**src/rtl/br_table_seq.sv**
```systemverilog
// ============================================================================
// br_table_seq : resolves a WebAssembly br_table immediate (LEB128) from ROM
// Build option: BR_TABLE_LEB_CHECK_EN enables malformed-LEB128 detection.
// Revision: 1.0
// ============================================================================
`default_nettype none

module br_table_seq #(
  parameter int ROM_ADDR = 6
) (
  input  logic                clk,
  input  logic                reset,
  input  logic                start,
  input  logic [ROM_ADDR-1:0] pc_in,
  input  logic [31:0]         index,
  output logic [ROM_ADDR-1:0] rom_addr,
  input  logic [7:0]          rom_data,
  output logic                busy,
  output logic                done,
  output logic [31:0]         depth,
  output logic [ROM_ADDR-1:0] next_pc,
  output logic                err
);

  typedef enum logic [2:0] {
    IDLE  = 3'd0,
    PRIME = 3'd1,
    COUNT = 3'd2,
    SCAN  = 3'd3,
    FIN   = 3'd4
  } state_t;

  state_t              state, state_nxt;
  logic [31:0]         idx, idx_nxt;
  logic [31:0]         cnt, cnt_nxt;
  logic [31:0]         entry, entry_nxt;
  logic [31:0]         acc, acc_nxt;
  logic [2:0]          shift_k, shift_k_nxt;
  logic                bad, bad_nxt;
  logic                done_nxt, err_nxt;
  logic [31:0]         depth_nxt;
  logic [ROM_ADDR-1:0] next_pc_nxt, rom_addr_nxt;

  logic [5:0]          sh;
  logic [31:0]         contrib, value;
  logic                last_byte, bad_byte, hit;

  assign busy = (state != IDLE);

  // Byte k of a value lands at bit 7*k; anything past byte 5 is beyond bit 31.
  assign sh        = 6'(shift_k) * 6'd7;
  assign contrib   = (shift_k < 3'd5) ? (32'(rom_data[6:0]) << sh) : 32'd0;
  assign value     = acc | contrib;
  assign last_byte = ~rom_data[7];
  assign hit       = (idx < cnt) ? (entry == idx) : (entry == cnt);

`ifdef BR_TABLE_LEB_CHECK_EN
  assign bad_byte = (shift_k == 3'd4) && (rom_data[7] || (|rom_data[6:4]));
`else
  assign bad_byte = 1'b0;
`endif

  always_ff @(posedge clk or posedge reset) begin
    if (reset) begin
      state    <= IDLE;
      idx      <= '0;
      cnt      <= '0;
      entry    <= '0;
      acc      <= '0;
      shift_k  <= '0;
      bad      <= 1'b0;
      done     <= 1'b0;
      err      <= 1'b0;
      depth    <= '0;
      next_pc  <= '0;
      rom_addr <= '0;
    end else begin
      state    <= state_nxt;
      idx      <= idx_nxt;
      cnt      <= cnt_nxt;
      entry    <= entry_nxt;
      acc      <= acc_nxt;
      shift_k  <= shift_k_nxt;
      bad      <= bad_nxt;
      done     <= done_nxt;
      err      <= err_nxt;
      depth    <= depth_nxt;
      next_pc  <= next_pc_nxt;
      rom_addr <= rom_addr_nxt;
    end
  end

  always_comb begin
    state_nxt    = state;
    idx_nxt      = idx;
    cnt_nxt      = cnt;
    entry_nxt    = entry;
    acc_nxt      = acc;
    shift_k_nxt  = shift_k;
    bad_nxt      = bad;
    done_nxt     = 1'b0;
    err_nxt      = 1'b0;
    depth_nxt    = depth;
    next_pc_nxt  = next_pc;
    rom_addr_nxt = rom_addr;

    unique case (state)
      IDLE: begin
        if (start) begin
          idx_nxt      = index;
          rom_addr_nxt = pc_in;
          cnt_nxt      = '0;
          entry_nxt    = '0;
          acc_nxt      = '0;
          shift_k_nxt  = '0;
          bad_nxt      = 1'b0;
          state_nxt    = PRIME;
        end
      end

      PRIME: begin
        rom_addr_nxt = rom_addr + 1'b1;
        state_nxt    = COUNT;
      end

      COUNT, SCAN: begin
        rom_addr_nxt = rom_addr + 1'b1;
        if (bad_byte) begin
          bad_nxt   = 1'b1;
          state_nxt = FIN;
        end else if (!last_byte) begin
          acc_nxt     = value;
          shift_k_nxt = (shift_k < 3'd5) ? shift_k + 3'd1 : shift_k;
        end else begin
          acc_nxt     = '0;
          shift_k_nxt = '0;
          if (state == COUNT) begin
            cnt_nxt   = value;
            entry_nxt = '0;
            state_nxt = SCAN;
          end else begin
            if (hit) depth_nxt = value;
            if (entry == cnt) begin
              // rom_addr already runs one ahead of the byte just consumed.
              next_pc_nxt = rom_addr;
              state_nxt   = FIN;
            end else begin
              entry_nxt = entry + 32'd1;
            end
          end
        end
      end

      FIN: begin
        done_nxt  = 1'b1;
        err_nxt   = bad;
        state_nxt = IDLE;
      end

      default: state_nxt = IDLE;
    endcase
  end

endmodule

`default_nettype wire

```
**config.mk**
```make
export PLATFORM = sky130hd
export DESIGN_NAME = br_table_seq
export DESIGN_NICKNAME = d
export VERILOG_FILES = /design/src/rtl/br_table_seq.sv
export SDC_FILE = /design/constraint.sdc
export NUM_CORES = 1
export LEC_CHECK = 0
export CORE_MARGIN = 4
export CORE_UTILIZATION = 55
export DETAILED_ROUTE_END_ITERATION = 7
export GPL_ROUTABILITY_DRIVEN = 0
export PLACE_DENSITY_LB_ADDON = 0.12
export SLEW_MARGIN = 20
export SYNTH_ARGS = -nofsm -noshare
export SYNTH_HDL_FRONTEND = slang
export SYNTH_SLANG_ARGS = --single-unit
```
**constraint.sdc**
```tcl
create_clock -name clk -period 6.4 [get_ports clk]
set_input_delay 0.96 -clock clk [delete_from_list [all_inputs] [get_ports clk]]
set_output_delay 0.96 -clock clk [all_outputs]
set_load 0.01 [all_outputs]
```
==> flow_summary.json <==
{
  "grt_max_degree": 64,
  "ctsHoldBuffers": 0,
  "rsz0062_at_grt": "false",
  "ys_types": 59,
  "start_kind": "flip-flop",
  "fin_ws_ns": 2.950,
  "synth.yosys.seq_area_share_pct": 48.40,
  "status": "finished clean",
  "crit_type": "flip-flop to flip-flop",
  "fin_hold_ws_ns": 0.4892,
  "finalCritPeriodShare_pct": 53.91,
  "drc": 0,
  "final_area_um2": 10930,
  "num_rows": 47,
  "grt_pass1_vias": 6761,
  "viasPerCell": 5.762,
  "mappedNetlistArea_um2": 9255,
  "post_cts_buffers": 0,
  "fmax_mhz": 289.8,
  "diodes": 0,
  "required_ns": 6.73,
  "worstSetupEndpointType": "flip-flop",
  "drive_above_1_share_pct": 10.90,
  "ys_ff_latch": 179,
  "fin_nets": 1071,
  "post_cts_resized": 0,
  "ys.flop_type": "dfrtp_1",
  "timing.final.crit_period_ns": 3.450,
  "grt-ovfl-total": 0,
  "hpwlAfterDp_um": 17290,
  "final_max_slew_viol_count": 0,
  "start_util_pct": 56.01,
  "cts_root_buffer": "clkbuf_16",
  "cts_sinks": 179,
  "ctsLongestPathBuffers": 2,
  "place_ws_ns": 2.647,
  "clk_pin_slew_ns": 0.07,
  "clkLatencyLatePin_ns": 0.44,
  "critPathArrivalTime_ns": 3.78,
  "max-vdd-ir-drop_uv": 242.0,
  "fp.coreArea_um2": 16520,
  "die_area_um2": 18970,
  "tightest_slew_ns": 0.9257,
  "die_h_um": 137.7,
  "p_per_area_nw_per_um2": 266.0,
  "track_usage_pct": 25.78,
  "synthCells": 915,
  "syn_to_final_growth_pct": 18.12,
  "maxSlewHeadroom_pct": 37.72,
  "setup_viol": 0,
  "p_leak_nw": 5.547,
  "io_buffers": 94,
  "r2r_cells": 8,
  "dr.first_iter.drc_count": 496,
  "synthArstFlopShare_pct": 100.0,
  "syn_area_per_cell_um2": 10.11,
  "finClkSkew_ns": 0.008711,
  "synth_edf_count": 0,
  "hold_class": "flip-flop to flip-flop",
  "cp_max_fo": 32,
  "placed_area_um2": 10320,
  "cts_max_level": 4,
  "wl_per_cell_um": 19.19,
  "ant_nets": 0,
  "fin_tns_setup_ns": 0,
  "fp.dieW_um": 137.7,
  "drtPass1Iterations": 7,
  "via_count": 7030,
  "ys_warn_count": 0,
  "cts_tree": "yes",
  "hold_viol": 0,
  "io_pins": 96,
  "hold_depth": 2,
  "fillers": 1321,
  "numCtsBuffers": 17,
  "max_cap_viol_count": 0,
  "synth_nets": 998,
  "drt-total-wl_um": 23420,
  "grt_pass1_wl_um": 37140,
  "antenna_found_initial": 0
}
[registers in the layout, summed over array words and instances (netlist names)]
name,cells
idx,32
next_pc,6
entry,32
cnt,32
shift_k,3
rom_addr,6
done,1
state,3
acc,32
depth,32
[area by class of cell]
cell class                      count  area, µm²  area share [%]
Clock inverter                     13      161.4           1.476
Sequential cell                   179       4479           40.98
Clock buffer                       18      439.2           4.017
Timing Repair Buffer              104       1016           9.294
Multi-Input combinational cell    627       4334           39.65
Inverter                           59      226.5           2.072
Tap cell                          220      275.3           2.518
[layer usage]
| metal | vias up | share of wire (%) | global-route usage (%) |
|---|---|---|---|
| met5 | - | 0 | 0 |
| met4 | 0 | 2.2 | 7.190 |
| met3 | 44 | 5.0 | 4.821 |
| met2 | 231 | 47 | 40.18 |
| met1 | 3433 | 46 | 37.11 |
| li1 | 3322 | - | - |
[power by group]
group          total, W  leakage [nW]  internal, W  switching (W)
Combinational  0.000496          2.94     0.000235       0.000261
Sequential      0.00133          2.31      0.00122       0.000109
Clock           0.00108         0.295     0.000599       0.000478
[cells in the mapped netlist, drive strengths merged, types with 24 or more instances]
master / instances / area (µm²)
dfrtp: 179 / 4479
nor2: 77 / 289.0
a21oi: 76 / 380.4
xor2: 70 / 613.1
nand2: 60 / 227.7
inv: 59 / 221.5
mux2: 49 / 589.3
o21ai: 44 / 220.2
ha: 34 / 425.4
clkbuf: 29 / 112.6
nand3: 25 / 130.1
or3: 25 / 156.4
nor4: 24 / 171.4
[per-stage QoR]
stage	util (%)	power [W]	instances
after global routing	66.15	0.003040	1220
after floorplan	-	0.001630	915
after detailed placement	62.48	0.001846	1189
after global placement	62.48	0.001837	1189
after CTS	66.12	0.002925	1220
final	66.15	0.002907	1220
[logic make-up (layout without fill, tap and decap cells)]
kind of cell / after synthesis / count (layout) / share of synthesized area [%]
buffers and inverters: 109 / 194 / 4.988
DFF: 179 / 179 / 48.40
muxes: 71 / 71 / 8.787
xor gates and xnor gates: 78 / 78 / 7.381
AOI/OAI and AO/OA: 176 / 176 / 11.29
adders and majority gates: 34 / 34 / 4.596
other: 1 / 1 / 0.04052
and+or+nand+nor: 267 / 267 / 14.52
[worst max-delay path, cell delays in order (launching register included)]
cell	delay [ns]
dfrtp_1	0.42
ha_1	0.30
a2111oi_0	0.73
o41ai_1	0.12
o41ai_1	0.40
o2111ai_1	0.28
mux2i_4	0.20
buf_4	0.47
mux2_2	0.40
[final timing paths]
check                              to  startpoint  slack (ns)
min in group asynchronous     idx[19]       reset        0.94
max in group asynchronous     acc[18]       reset        4.28
min                        next_pc[4]  next_pc[4]        0.49
min reg2reg                next_pc[4]  next_pc[4]        0.49
max reg2reg                 depth[26]      idx[1]        2.95
max                         depth[26]      idx[1]        2.95
[cell usage in the layout (no fill, tap or decap), types with 25 or more instances in the layout]
master           count
dfrtp_1            179
clkdlybuf4s50_1     94
a21oi_1             76
nor2_1              75
xor2_1              70
nand2_1             59
inv_1               58
o21ai_0             44
mux2_2              39
ha_1                34
or3_1               25
Note: power is estimated with default switching activity, not from simulation.
